==> config.mk <==
export PLATFORM = sky130hd
export DESIGN_NAME = dm_arbiter
export DESIGN_NICKNAME = d
export VERILOG_FILES = /design/src/rtl/dm_arbiter.sv
export SDC_FILE = /design/constraint.sdc
export NUM_CORES = 1
export LEC_CHECK = 0
export ABC_CLOCK_PERIOD_IN_PS = 6900
export BUFFER_PORTS_ARGS = -buffer_cell sky130_fd_sc_hd__clkbuf_2
export CAP_MARGIN = 30
export CORE_MARGIN = 2
export CORE_UTILIZATION = 55
export CTS_BUF_LIST = sky130_fd_sc_hd__clkbuf_4
export DETAILED_ROUTE_END_ITERATION = 10
export GPL_TIMING_DRIVEN = 0
export PLACE_DENSITY = 0.87
export SLEW_MARGIN = 40
export SYNTH_ARGS = -nofsm -noshare
export SYNTH_HDL_FRONTEND = slang
export SYNTH_SLANG_ARGS = --single-unit
==> constraint.sdc <==
create_clock -name clk -period 6.9 [get_ports clk]
set_input_delay 0.69 -clock clk [delete_from_list [all_inputs] [get_ports clk]]
set_output_delay 0.69 -clock clk [all_outputs]
set_load 0.01 [all_outputs]
==> src/rtl/dm_arbiter.sv <==
// dm_arbiter: two-pipeline arbiter for one shared single-port data memory.
//
// Each cycle in IDLE the issue slot is chosen combinationally from the two
// memory-stage requests. When both pipelines request, p0 (program-older) goes
// first. p1 is captured into a one-entry buffer, and stall is raised so both
// pipelines hold for one cycle. In SECOND the buffered p1 access is issued,
// and the held repeat on the p0/p1 inputs is ignored.
//
// Optional feature (macro DM_ARB_FWD_EN): same-address, same-cycle pairs are
// resolved without a stall.
//   - p0 store + p1 load: p0's store data is forwarded to p1.
//   - Two stores: only p1's store is issued, since it would overwrite p0's.
//   - Two loads: a single read serves both pipelines.
//
// Ports
//   clk, rst                    : clock, asynchronous active-high reset
//   pN_req/maddr/wdata/write_mem: memory-stage request from pipeline N
//   pN_rdata, pN_ack            : load result and one-cycle completion pulse
//   mem_maddr/wdata/write_mem   : shared memory command
//   mem_rdata                   : memory read data, valid the cycle after the address
//   stall                       : freeze request to the hazard unit
//   conflict_cnt                : saturating count of stall cycles
//
// Handshake: a request is accepted in the cycle its issue slot is granted.
// It is never backpressured except through stall. pN_ack is high exactly
// one cycle after the issue, and pN_rdata is valid while pN_ack is high.
module dm_arbiter #(
  parameter int ADDR_W = 9,
  parameter int DATA_W = 16
) (
  input  logic              clk,
  input  logic              rst,
  input  logic              p0_req,
  input  logic [ADDR_W-1:0] p0_maddr,
  input  logic [DATA_W-1:0] p0_wdata,
  input  logic              p0_write_mem,
  input  logic              p1_req,
  input  logic [ADDR_W-1:0] p1_maddr,
  input  logic [DATA_W-1:0] p1_wdata,
  input  logic              p1_write_mem,
  output logic [DATA_W-1:0] p0_rdata,
  output logic [DATA_W-1:0] p1_rdata,
  output logic              p0_ack,
  output logic              p1_ack,
  output logic [ADDR_W-1:0] mem_maddr,
  output logic [DATA_W-1:0] mem_wdata,
  output logic              mem_write_mem,
  input  logic [DATA_W-1:0] mem_rdata,
  output logic              stall,
  output logic [15:0]       conflict_cnt
);

  typedef enum logic {IDLE = 1'b0, SECOND = 1'b1} state_t;

  state_t            state_q, state_d;
  logic [ADDR_W-1:0] buf_addr_q, last_addr_q, iss_addr;
  logic [DATA_W-1:0] buf_wdata_q, last_wdata_q, iss_wdata;
  logic              buf_write_q, buf_valid_q, iss_write;
  logic              stall_c, capture;
  logic              ack0_d, ack1_d, ld0_d, ld1_d, fwd1_d;
  logic              p0_ld_q, p1_ld_q, p1_fwd_q;
  logic [DATA_W-1:0] fwd_data_q, p0_rdata_q, p1_rdata_q, p1_src;
  logic [15:0]       conflict_q;
  logic              both;
  logic              fwd_st_ld, fwd_st_st, fwd_ld_ld;

  assign both = p0_req && p1_req;

`ifdef DM_ARB_FWD_EN
  logic same_addr;
  assign same_addr = (p0_maddr == p1_maddr);
  assign fwd_st_ld = both && same_addr && p0_write_mem && !p1_write_mem;
  assign fwd_st_st = both && same_addr && p0_write_mem && p1_write_mem;
  assign fwd_ld_ld = both && same_addr && !p0_write_mem && !p1_write_mem;
`else
  assign fwd_st_ld = 1'b0;
  assign fwd_st_st = 1'b0;
  assign fwd_ld_ld = 1'b0;
`endif

  always_comb begin
    state_d   = state_q;
    iss_addr  = last_addr_q;   // address/data hold when nothing issues
    iss_wdata = last_wdata_q;
    iss_write = 1'b0;
    stall_c   = 1'b0;
    capture   = 1'b0;
    ack0_d    = 1'b0;
    ack1_d    = 1'b0;
    ld0_d     = 1'b0;
    ld1_d     = 1'b0;
    fwd1_d    = 1'b0;
    unique case (state_q)
      IDLE: begin
        if (fwd_st_st) begin
          // p1's store would overwrite p0's, so p0's store never needs to reach memory
          iss_addr  = p1_maddr;
          iss_wdata = p1_wdata;
          iss_write = 1'b1;
          ack0_d    = 1'b1;
          ack1_d    = 1'b1;
        end else if (fwd_st_ld || fwd_ld_ld) begin
          iss_addr  = p0_maddr;
          iss_wdata = p0_wdata;
          iss_write = p0_write_mem;
          ack0_d    = 1'b1;
          ack1_d    = 1'b1;
          ld0_d     = fwd_ld_ld;
          ld1_d     = 1'b1;
          fwd1_d    = fwd_st_ld;
        end else if (p0_req) begin
          iss_addr  = p0_maddr;
          iss_wdata = p0_wdata;
          iss_write = p0_write_mem;
          ack0_d    = 1'b1;
          ld0_d     = !p0_write_mem;
          if (p1_req) begin
            capture = 1'b1;
            stall_c = 1'b1;
            state_d = SECOND;
          end
        end else if (p1_req) begin
          iss_addr  = p1_maddr;
          iss_wdata = p1_wdata;
          iss_write = p1_write_mem;
          ack1_d    = 1'b1;
          ld1_d     = !p1_write_mem;
        end
      end
      SECOND: begin
        if (buf_valid_q) begin
          iss_addr  = buf_addr_q;
          iss_wdata = buf_wdata_q;
          iss_write = buf_write_q;
          ack1_d    = 1'b1;
          ld1_d     = !buf_write_q;
        end
        state_d = IDLE;
      end
      default: state_d = IDLE;
    endcase
  end

  always_ff @(posedge clk or posedge rst) begin
    if (rst) begin
      state_q      <= IDLE;
      buf_valid_q  <= 1'b0;
      buf_addr_q   <= '0;
      buf_wdata_q  <= '0;
      buf_write_q  <= 1'b0;
      last_addr_q  <= '0;
      last_wdata_q <= '0;
      p0_ack       <= 1'b0;
      p1_ack       <= 1'b0;
      p0_ld_q      <= 1'b0;
      p1_ld_q      <= 1'b0;
      p1_fwd_q     <= 1'b0;
      fwd_data_q   <= '0;
      p0_rdata_q   <= '0;
      p1_rdata_q   <= '0;
      conflict_q   <= '0;
    end else begin
      state_q      <= state_d;
      last_addr_q  <= iss_addr;
      last_wdata_q <= iss_wdata;
      if (capture) begin
        buf_addr_q  <= p1_maddr;
        buf_wdata_q <= p1_wdata;
        buf_write_q <= p1_write_mem;
        buf_valid_q <= 1'b1;
      end else if (state_q == SECOND) begin
        buf_valid_q <= 1'b0;
      end
      p0_ack     <= ack0_d;
      p1_ack     <= ack1_d;
      p0_ld_q    <= ld0_d;
      p1_ld_q    <= ld1_d;
      p1_fwd_q   <= fwd1_d;
      if (fwd1_d) fwd_data_q <= p0_wdata;
      p0_rdata_q <= p0_rdata;
      p1_rdata_q <= p1_rdata;
      if (stall_c && (conflict_q != 16'hFFFF)) conflict_q <= conflict_q + 16'd1;
    end
  end

  // mem_rdata only arrives in the ack cycle, so the load result is passed
  // through during ack and held in the register from then on.
  assign p1_src   = p1_fwd_q ? fwd_data_q : mem_rdata;
  assign p0_rdata = (p0_ack && p0_ld_q) ? mem_rdata : p0_rdata_q;
  assign p1_rdata = (p1_ack && p1_ld_q) ? p1_src : p1_rdata_q;

  // Issue is combinational from the inputs, so reset must also gate the
  // outputs. This discards a buffered store if reset hits in SECOND.
  assign mem_maddr     = rst ? '0 : iss_addr;
  assign mem_wdata     = rst ? '0 : iss_wdata;
  assign mem_write_mem = iss_write && !rst;
  assign stall         = stall_c && !rst;
  assign conflict_cnt  = conflict_q;

endmodule

==> results of run 1 <==
[power groups by stage]
| stage | Clock, mW | Combinational (mW) | Sequential, mW |
|---|---|---|---|
| 2_1_floorplan | 0 | 0.276 | 0.803 |
| 3_3_place_gp | 0 | 0.432 | 0.805 |
| 3_5_place_dp | 0 | 0.453 | 0.815 |
| 4_1_cts | 0.374 | 0.455 | 0.803 |
| 5_1_grt | 0.396 | 0.496 | 0.818 |
| 6_report | 0.371 | 0.453 | 0.805 |
[sequential cells by signal (all words and copies together), names as in the netlist]
name,flops
buf_wdata_q,16
conflict_cnt,16
p1_ack,1
p1_rdata_q,16
buf_write_q,1
state_q,1
buf_addr_q,9
buf_valid_q,1
p0_ld_q,1
p0_rdata_q,16
p1_ld_q,1
last_addr_q,9
p0_ack,1
last_wdata_q,16
[final cells by class]
class,count,area (sq um),area share (%)
inverters,3,18.8,0.305
well taps,111,139,2.26
clock inverters,7,101,1.65
multi-input cells,353,2300,37.4
clock buffers,9,67.6,1.10
plain buffers,33,140,2.28
flip-flops and latches,105,2630,42.7
repair buffers,146,753,12.3
[per-stage QoR]
step / worst slack, ns / cell area (sq um) / cells
after CTS: 3.85 / 6150 / 767
after global placement: 1.82 / 5940 / 750
final: 3.78 / 6150 / 767
after detailed placement: 4.03 / 5980 / 751
after floorplan: 3.04 / 5080 / 494
after global routing: 3.66 / 6150 / 767
[cells in the mapped netlist, drive strengths merged (2+ instances only)]
cell / count
dfrtp: 105
nand2: 87
a21oi: 53
a211oi: 50
mux2: 34
nor2: 33
nor2b: 27
mux2i: 25
clkbuf: 20
buf: 13
xor2: 8
and3: 4
nand4: 4
nor3: 4
a31oi: 3
inv: 3
nand3: 3
nand3b: 3
xnor2: 3
and4bb: 2
nor4: 2
[kinds of logic (layout without fill, tap and decap cells)]
logic type | after synthesis | in the layout | share of synthesized area (%)
and+or+nand+nor | 171 | 171 | 16.9
AOI/OAI and AO/OA | 111 | 111 | 13.7
DFF | 105 | 105 | 51.7
muxes | 59 | 59 | 12.5
buffers and inverters | 36 | 198 | 2.98
xor gates and xnor gates | 11 | 11 | 1.90
adders and majority gates | 1 | 1 | 0.246
[cells in the final DEF (no fill, tap or decap), types with 2 or more instances in the layout]
cell / instances
clkbuf_2: 145
dfrtp_1: 105
nand2_1: 87
a21oi_1: 53
a211oi_1: 50
mux2_2: 33
nor2_1: 32
nor2b_1: 27
mux2i_1: 25
clkbuf_1: 20
clkbuf_4: 9
xor2_1: 8
buf_1: 6
buf_2: 4
and3_1: 4
nor3_1: 4
buf_4: 3
a31oi_1: 3
nand3_1: 3
xnor2_1: 3
nand3b_1: 2
inv_8: 2
nand4_4: 2
bufinv_16: 2
inv_6: 2
[metal layers]
metal | GRT usage (%) | part of all wire (%) | vias to the layer above
met5 | 0 | 0 | -
met3 | 4.25 | 8.0 | 20
li1 | - | - | 2043
met2 | 46.8 | 49 | 235
met1 | 36.3 | 41 | 2206
met4 | 9.38 | 1.4 | 0
[worst max path at each step]
stage | start | end | slack (ns) | cells after the start
floorplan | rst | buf_addr_q[0] | 3.04 | 3
global placement | rst | conflict_cnt[15] | 1.82 | 3
detailed placement | p0_req | mem_wdata[15] | 4.03 | 5
CTS | buf_valid_q | mem_maddr[7] | 3.85 | 5
global route | buf_valid_q | mem_maddr[7] | 3.66 | 5
finish | buf_valid_q | mem_wdata[14] | 3.78 | 5
==> out/metrics.csv, run 1 <==
metric,value,unit
outcome,"complete, no violations",
Crit Reg-Reg Endpoint,conflict_cnt[1],
Crit Reg-Reg Startpoint,conflict_cnt[0],
vias per inst,5.87,
worst slew pin tran,0.672,ns
Final Hold Vio Count,0,
DRT Wirelength,13.8,mm
average wire per standard cell,17.9,um
ANT nets after route,0,
Max IR drop VDD,162,uV
sequential fraction of the synthesis area,51.7,%
Worst path most repeated cell,a211oi_1,
Tcrit/Tclk final,45.3,%
1st-iter DRT viols,227,
Net Sw Power,0.545,mW
Mapped Area,5080,sq um
Reg2Reg Depth,5,
Util after Layout,67.5,%
syn_nets,567,
unrepaired setup endpoints after global routing,no,
Max stage delay on crit path,0.52,ns
Worst Path Max Fanout,10,
max frequency,320,MHz
share of post-route cells with drive strength above 1,32.6,%
final worst path period need,3.12,ns
Seq pwr share,49.4,%
clock buffer depth,2,
Gate Count Post-Synth,494,
largest net degree at the start of global routing,70,
num ports,149,
post-CTS setup buffer count,0,
die width,100,um
CTS tree,yes,
"Reg clk slew, reported paths",0.16,ns
max-cap viol count,0,
Ys Warns,0,
"Slew Viols, Final",0,
IO buf count,145,
number of global-route vias before repair,4398,
Yosys top cell area share,51.7,%
Tot Pwr,1.63,mW
Post-synth top flop,dfrtp_1,
Worst Setup Start Kind,flip-flop,
crit-path leading delay family,buffers and inverters,
P_leak,3.06,nW
cts hold-fix bufs,0,
Switching Share,33.5,%
placement row count,35,
Post-synth EDFFs,0,
hold slack,0.388,ns
min-delay src,p0_write_mem,
grt ovf,0,
synthesized flop and latch total,105,
HPWL after DPL,9.87,mm
library cells used by synthesis,39,
crit path cell chain,buf_2 > clkbuf_1 > a211oi_1 > a211oi_1 > clkbuf_2,
TritonCTS Buffers,9,
cell accounting for the most synthesized area,dfrtp_1,
core area,9110,sq um
sum of buffers and inverters on the critical path,3,
synthesized area per cell,10.3,sq um
antenna cells,0,
post-CTS sizing,0,
GRT Total Usage,27.5,%
clock share of power,22.8,%
Die Ht,100,um
die footprint,10000,sq um
slew margin rel.,55.2,%
first-pass GRT wire length,21.6,mm
drt pass-1 iters,5,
CTS Sinks,105,
# fillers,726,
Setup Skew,0.0140,ns
worst skew pair latency,0.46,ns
H-tree levels,3,
PwrDens,265,nW/um^2
Clock Root Buffer,clkbuf_4,
CP max stage cell,dfrtp_1,
Min-Delay Path Class,input port to flip-flop,
FF-to-FF setup slack,4.98,ns
initial antenna violation count,0,
setup TNS,0,ns
WHS Path Cells,2,
Area growth syn-to-layout,21.0,%
crit path kind,flip-flop to output pin,
ys async rst share,100,%
"Net count, final",724,
Int Power,1.08,mW
gp weighted congestion,0.835,
Crit. End Element,output pin,
WP data arrival,2.43,ns
initial core utilization,55.8,%
setup violators final,0,
DRC,0,
"top cells by area, synth","dfrtp_1 (52%), a211oi_1 (7.4%), mux2_2 (7.3%)",
hold path endpoint,p0_ld_q,
logic gate share of total power,27.8,%
CP required,6.21,ns
vias,4504,
Note: power is estimated with default switching activity, not from simulation.
==> run 2: changes to the inputs <==
ABC_CLOCK_PERIOD_IN_PS = 2700   (was 6900)
CORE_UTILIZATION = 49   (was 55)
PLACE_DENSITY = 0.82   (was 0.87)
clock period = 2.7 ns   (was 6.9 ns; I/O delays follow)
==> run 2 against run 1 <==
Compared with the run above:
- clock skew increased by 0.0025 ns
- critical path depth unchanged
- clock-buffer cell count is 1 higher
- worst setup slack got worse by 3.6 ns
==> out/metrics.csv, run 2 (synthesis results as in run 1) <==
metric,value,unit,change
1st-iter DRT viols,229,,+0.88%
slew margin rel.,58.6,%,+3.4 points
"Slew Viols, Final",0,,unchanged
crit path kind,flip-flop to output pin,,
Final WS setup,0.170,ns,-3.61 ns
TritonCTS Buffers,9,,unchanged
Min-Delay Path Class,input port to flip-flop,,
Place WS,0.472,ns,-3.55 ns
"Reg clk slew, reported paths",0.17,ns,about the same
Tcrit/Tclk final,93.7,%,
logic gate share of total power,29.0,%,+1.2 points
HPWL after DPL,9.71,mm,-1.6%
die width,106,um,+5.7%
average wire per standard cell,16.8,um,-6.6%
DRT Wirelength,13.4,mm,-2.7%
outcome,"complete, no violations",,
"Net count, final",731,,+0.97%
max frequency,395,MHz,
Crit Reg-Reg Startpoint,conflict_cnt[0],,
CP required,2.43,ns,-3.78 ns
PwrDens,644,nW/um^2,+140%
most frequent cells in the layout,"clkbuf_2 (147), dfrtp_1 (105), nand2_1 (87)",,
clock buffer depth,2,,unchanged
P_leak,3.10,nW,+1.1%
worst skew pair latency,0.44,ns,-0.02 ns
placement row count,37,,+5.7%
IO buf count,145,,unchanged
FF-to-FF setup slack,0.72,ns,-4.26 ns
Max IR drop VDD,363,uV,+120%
GRT Total Usage,23.9,%,-3.7 points
worst slew pin tran,0.620,ns,-0.0513 ns
ANT nets after route,0,,unchanged
Reg2Reg Depth,5,,unchanged
WP data arrival,2.26,ns,-0.17 ns
"most common cell after layout, fill and taps aside",clkbuf_2,,
Crit Reg-Reg Endpoint,conflict_cnt[1],,
# fillers,856,,+18%
Clock Root Buffer,clkbuf_4,,
Final Hold Vio Count,0,,unchanged
hold path endpoint,buf_wdata_q[9],,
Net Sw Power,1.34,mW,+150%
setup violators final,0,,unchanged
Setup Skew,0.0165,ns,+0.00253 ns
min-delay src,p1_wdata[9],,
vias per inst,5.52,,-6.0%
CTS tree,yes,,
grt ovf,0,,unchanged
share of post-route cells with drive strength above 1,32.9,%,+0.26 points
Die Ht,106,um,+5.7%
hold slack,0.0276,ns,-0.360 ns
Worst Setup Start Kind,flip-flop,,
gp weighted congestion,0.842,,+0.80%
Switching Share,33.3,%,-0.20 points
core area,10200,sq um,+12%
DRC,0,,unchanged
WHS Path Cells,3,,+1
Crit. End Element,output pin,,
unrepaired setup endpoints after global routing,no,,
largest net degree at the start of global routing,29,,-59%
die footprint,11200,sq um,+12%
final worst path period need,2.53,ns,
num ports,149,,unchanged
Worst Path Max Fanout,19,,+9
drt pass-1 iters,4,,-1
max-cap viol count,0,,unchanged
CTS Sinks,105,,unchanged
first-pass GRT wire length,21.3,mm,-1.6%
Seq pwr share,50.7,%,+1.3 points
clock share of power,20.3,%,-2.5 points
Int Power,2.69,mW,+150%
number of global-route vias before repair,4244,,-3.5%
antenna cells,0,,unchanged
H-tree levels,3,,unchanged
initial core utilization,49.9,%,-5.9 points
Area growth syn-to-layout,23.4,%,
vias,4412,,-2.0%
initial antenna violation count,0,,unchanged
==> run 2: cell types whose count changed in the layout (fill, tap and decap cells not counted), moves of 2 or more <==
cell / before / now
clkbuf_2: 145 / 147
buf_12: 0 / 2
clkinvlp_4: 1 / 3
dlygate4sd3_1: 0 / 5
clkbuf_1: 20 / 18
inv_8: 2 / 0
==> run 2: worst max-delay path by stage <==
stage	start	to	slack [ns]
CTS	buf_valid_q	mem_wdata[1]	0.04
detailed placement	buf_valid_q	mem_wdata[14]	0.47
global route	buf_valid_q	mem_wdata[1]	0.01
global placement	rst	p1_rdata_q[0]	-0.06
finish	buf_valid_q	mem_wdata[15]	0.17
floorplan	rst	buf_addr_q[0]	0.71
==> run 2: layer usage <==
layer	wire length (um)	up-vias	global-route usage, %
li1	-	2057	-
met1	6060	2139	33.4
met2	6220	202	38.5
met3	991	14	5.57
met4	127	0	4.51
met5	0	-	0
==> run 2: stage by stage <==
stage                     setup TNS [ns]  util, %  instances  total power, mW  cell area [sq um]
after floorplan                        0        -        494             2.76               5080
after global placement             -6.13     58.7        775             3.17               5980
after detailed placement               0     59.6        779             3.24               6070
after CTS                              0     61.1        795             4.06               6220
after global routing                   0     61.5        799             4.28               6270
final                                  0     61.5        799             4.04               6270
==> run 2: repair_timing <==
action | 4_1_cts | 5_1_grt
endpoints found under the hold margin | 1 | 4
setup endpoints to repair | 1 | 10
gates resized for setup | 0 | 5
hold buffers | 1 | 4
setup buffers | 0 | 0
cloned | 0 | 0
==> run 2: layout make-up <==
type                            instances  area [sq um]  share of cell area (%)
Multi-Input combinational cell        353          2300                    36.7
Sequential cell                       105          2630                    41.9
Buffer                                 32           141                    2.26
Tap cell                              136           170                    2.72
Clock buffer                           10          75.1                    1.20
Inverter                                3          15.0                   0.240
Clock inverter                          6          66.3                    1.06
Timing Repair Buffer                  154           871                    13.9
==> run 2: power by group through the flow <==
stage,sequential (mW),clock (mW),combinational (mW)
after global routing,2.08,0.919,1.28
after detailed placement,2.08,0,1.17
after CTS,2.04,0.842,1.17
final,2.05,0.819,1.17
after global placement,2.06,0,1.11
after floorplan,2.05,0,0.706
==> run 2: critical path, cell delays in order (launching register included) <==
cell      delay, ns
dfrtp_1        0.53
buf_4          0.32
buf_2          0.30
a211oi_1       0.13
a211oi_1       0.34
clkbuf_2       0.21
==> run 3: changes to the inputs <==
ABC_AREA = 1   (was not set)
CORE_UTILIZATION = 47   (was 49)
CTS_BUF_LIST = not set   (was sky130_fd_sc_hd__clkbuf_4)
PLACE_DENSITY = 0.8   (was 0.82)
==> run 3 against run 2 <==
Compared with the run above:
- synthesized cell count is 30% higher
- fmax is 7.9% higher
- sequential power is 2% lower
- non-clock buffer count is 3 lower
- critical endpoint is now mem_wdata[8]
- largest cell class unchanged
==> out/metrics.csv, run 3 <==
metric,value,unit,change
cts hold-fix bufs,0,,-1
"Reg clk slew, reported paths",0.10,ns,-0.07 ns
Die Ht,107,um,+1.4%
Post-synth top flop,dfrtp_1,,
sequential fraction of the synthesis area,52.4,%,+0.70 points
Setup Skew,0.0129,ns,-0.00360 ns
ANT nets after route,0,,unchanged
DRC,0,,unchanged
adder-cell share of the synthesized area,0.250,%,+0.0033 points
WP data arrival,2.08,ns,-0.18 ns
"Slew Viols, Final",0,,unchanged
Final WS setup,0.354,ns,+0.184 ns
Ys Warns,0,,unchanged
setup violators final,0,,unchanged
num ports,149,,unchanged
placement row count,37,,unchanged
share of post-route cells with drive strength above 1,22.9,%,-10 points
Max Used Layer,met4,,
Crit. End Element,output pin,,
vias per inst,5.05,,-8.5%
Area growth syn-to-layout,23.9,%,
synthesized flop and latch total,105,,unchanged
Synth Area in Compound Gates,12.2,%,-1.5 points
clock buffer depth,2,,unchanged
number of global-route vias before repair,4448,,+4.8%
simple-gate share of the synthesized area,26.4,%,+9.5 points
average wire per standard cell,13.8,um,-18%
PwrDens,651,nW/um^2,+1.1%
Cells after DPL,928,,+19%
met3 wire len,697,um,-30%
Clock Root Buffer,clkbuf_8,,
cell accounting for the most synthesized area,dfrtp_1,,
slew margin rel.,63.9,%,+5.3 points
"Net count, final",876,,+20%
logic gate share of total power,26.2,%,-2.8 points
Int Power,2.71,mW,+0.44%
ys async rst share,100,%,unchanged
initial antenna violation count,0,,unchanged
Place WS,0.467,ns,-0.00508 ns
Min-Delay Path Class,input port to async pin,,
"most common cell after layout, fill and taps aside",nand2_1,,
TritonCTS Buffers,9,,unchanged
Switching Share,33.1,%,-0.15 points
Net Sw Power,1.34,mW,-0.26%
synthesized area per cell,7.82,sq um,-24%
Post-synth EDFFs,0,,unchanged
multiplexer area fraction after synthesis,0,%,-13 points
HPWL after DPL,9.97,mm,+2.7%
Seq pwr share,49.4,%,-1.3 points
xor and xnor area share after synthesis,0.699,%,-1.2 points
final worst path period need,2.35,ns,-0.184 ns
unrepaired setup endpoints after global routing,no,,
max-cap viol count,0,,unchanged
Worst path most repeated cell,nor2_1,,
post-CTS setup buffer count,0,,unchanged
max frequency,426,MHz,+7.9%
most frequent cells in the layout,"nand2_1 (220), clkbuf_2 (148), dfrtp_1 (105)",,
core area,10300,sq um,+1.4%
1st-iter DRT viols,402,,+76%
Yosys top cell area share,52.4,%,+0.70 points
vias,4768,,+8.1%
"top cells by area, synth","dfrtp_1 (52%), nand2_1 (16%), o21ai_0 (6.2%)",,
die footprint,11500,sq um,+2.8%
clock share of power,24.4,%,+4.1 points
worst skew pair latency,0.36,ns,-0.08 ns
Gate Count Post-Synth,641,,+30%
largest net degree at the start of global routing,26,,-10%
first-pass GRT wire length,21.5,mm,+0.94%
Worst Setup Start Kind,flip-flop,,
CP max stage cell,dfrtp_1,,
CP required,2.43,ns,about the same
"count leader, synth",nand2_1,,
Max IR drop VDD,374,uV,+2.9%
P_leak,3.26,nW,+5.2%
grt ovf,0,,unchanged
DRT Wirelength,13.1,mm,-2.6%
largest family of logic cells by synthesized area,simple AND/OR/NAND/NOR gates,,
gp weighted congestion,0.857,,+1.7%
CTS tree,yes,,
M1 WL,6.12,mm,+1.1%
Max stage delay on crit path,0.43,ns,-0.10 ns
"top cells by count, synth","nand2_1 (220), dfrtp_1 (105), inv_1 (66)",,
crit path cell chain,nor2_1 > inv_2 > clkbuf_1 > o211ai_1 > nor2_1 > clkbuf_2,,
initial core utilization,48.6,%,-1.3 points
H-tree levels,3,,unchanged
antenna cells,0,,unchanged
crit path kind,flip-flop to output pin,,
worst slew pin tran,0.542,ns,-0.0788 ns
post-CTS sizing,0,,unchanged
Mapped Area,5010,sq um,-1.3%
CTS Sinks,105,,unchanged
syn_nets,714,,+26%
Final Hold Vio Count,0,,unchanged
met2 wire len,6.05,mm,-2.7%
die width,107,um,+1.4%
Worst Path Max Fanout,10,,-9
drt pass-1 iters,5,,+1
IO buf count,147,,+1.4%
outcome,"complete, no violations",,
GRT Total Usage,23.7,%,-0.22 points
FF-to-FF setup slack,0.98,ns,+0.26 ns
Tcrit/Tclk final,86.9,%,-6.8 points
final non-filler cell total,944,,+18%
library cells used by synthesis,25,,-36%
[run 3: cell count changes in the layout (fill, tap and decap cells not counted), moves of 46 or more]
cell,before,now
a21oi_1,53,2
o21ai_0,1,62
nand2_1,87,220
a211oi_1,50,0
inv_1,1,65
nand3_1,3,49
[run 3: stage by stage]
step | cell area, sq um | TNS [ns] | hold slack, ns | total power [mW] | utilization, %
after floorplan | 5020 | 0 | 0.336 | 2.65 | -
after global placement | 5920 | -0.644 | 0.451 | 3.05 | 57.4
after detailed placement | 6010 | 0 | 0.453 | 3.09 | 58.2
after CTS | 6210 | 0 | 0.0687 | 4.08 | 60.2
after global routing | 6210 | 0 | 0.0800 | 4.30 | 60.2
final | 6210 | 0 | 0.0634 | 4.05 | 60.2
[run 3: metal layers]
layer | global-route usage (%) | vias to the layer above
met2 | 37.7 | 176
met4 | 7.61 | 0
li1 | - | 2377
met3 | 2.91 | 14
met5 | 0 | -
met1 | 33.9 | 2201
[run 3: final cells by class]
class / instances / area [sq um]
buffer: 32 / 140
clock buffer: 9 / 124
clock inverter: 7 / 77.6
fill: 975 / 4110
inverter: 70 / 267
multi-input combinational: 434 / 1980
sequential: 105 / 2630
tap: 136 / 170
timing repair buffer: 151 / 823
[run 3: worst paths after layout]
check                                  end  depth (start not counted)            start
max                           mem_wdata[8]                          6          state_q
min                          buf_addr_q[2]                          2              rst
max reg2reg                conflict_cnt[7]                          9  conflict_cnt[1]
min reg2reg                        p1_ld_q                          1      buf_write_q
max in group asynchronous  conflict_cnt[0]                          5              rst
min in group clk                   p0_ld_q                          2     p0_write_mem
[run 3: worst max-delay path, delay by kind of cell (launching register included)]
kind / cells / cell delay [ns]
buf+inv: 3 / 0.61
flops: 1 / 0.43
simple gates: 2 / 0.40
compound gates: 1 / 0.30
[run 3: power by group through the flow]
stage               logic, mW  clock network (mW)  registers [mW]
finish                   1.06               0.986            2.00
global route             1.20                1.06            2.03
CTS                      1.07                1.01            2.00
detailed placement       1.07                   0            2.03
global placement         1.03                   0            2.02
floorplan               0.632                   0            2.02
[run 3: cell families after synthesis]
| kind of cell | count (synthesis) |
|---|---|
| fa+ha+maj | 1 |
| simple gates | 327 |
| buf+inv | 102 |
| flops | 105 |
| xor+xnor | 4 |
| compound gates | 102 |
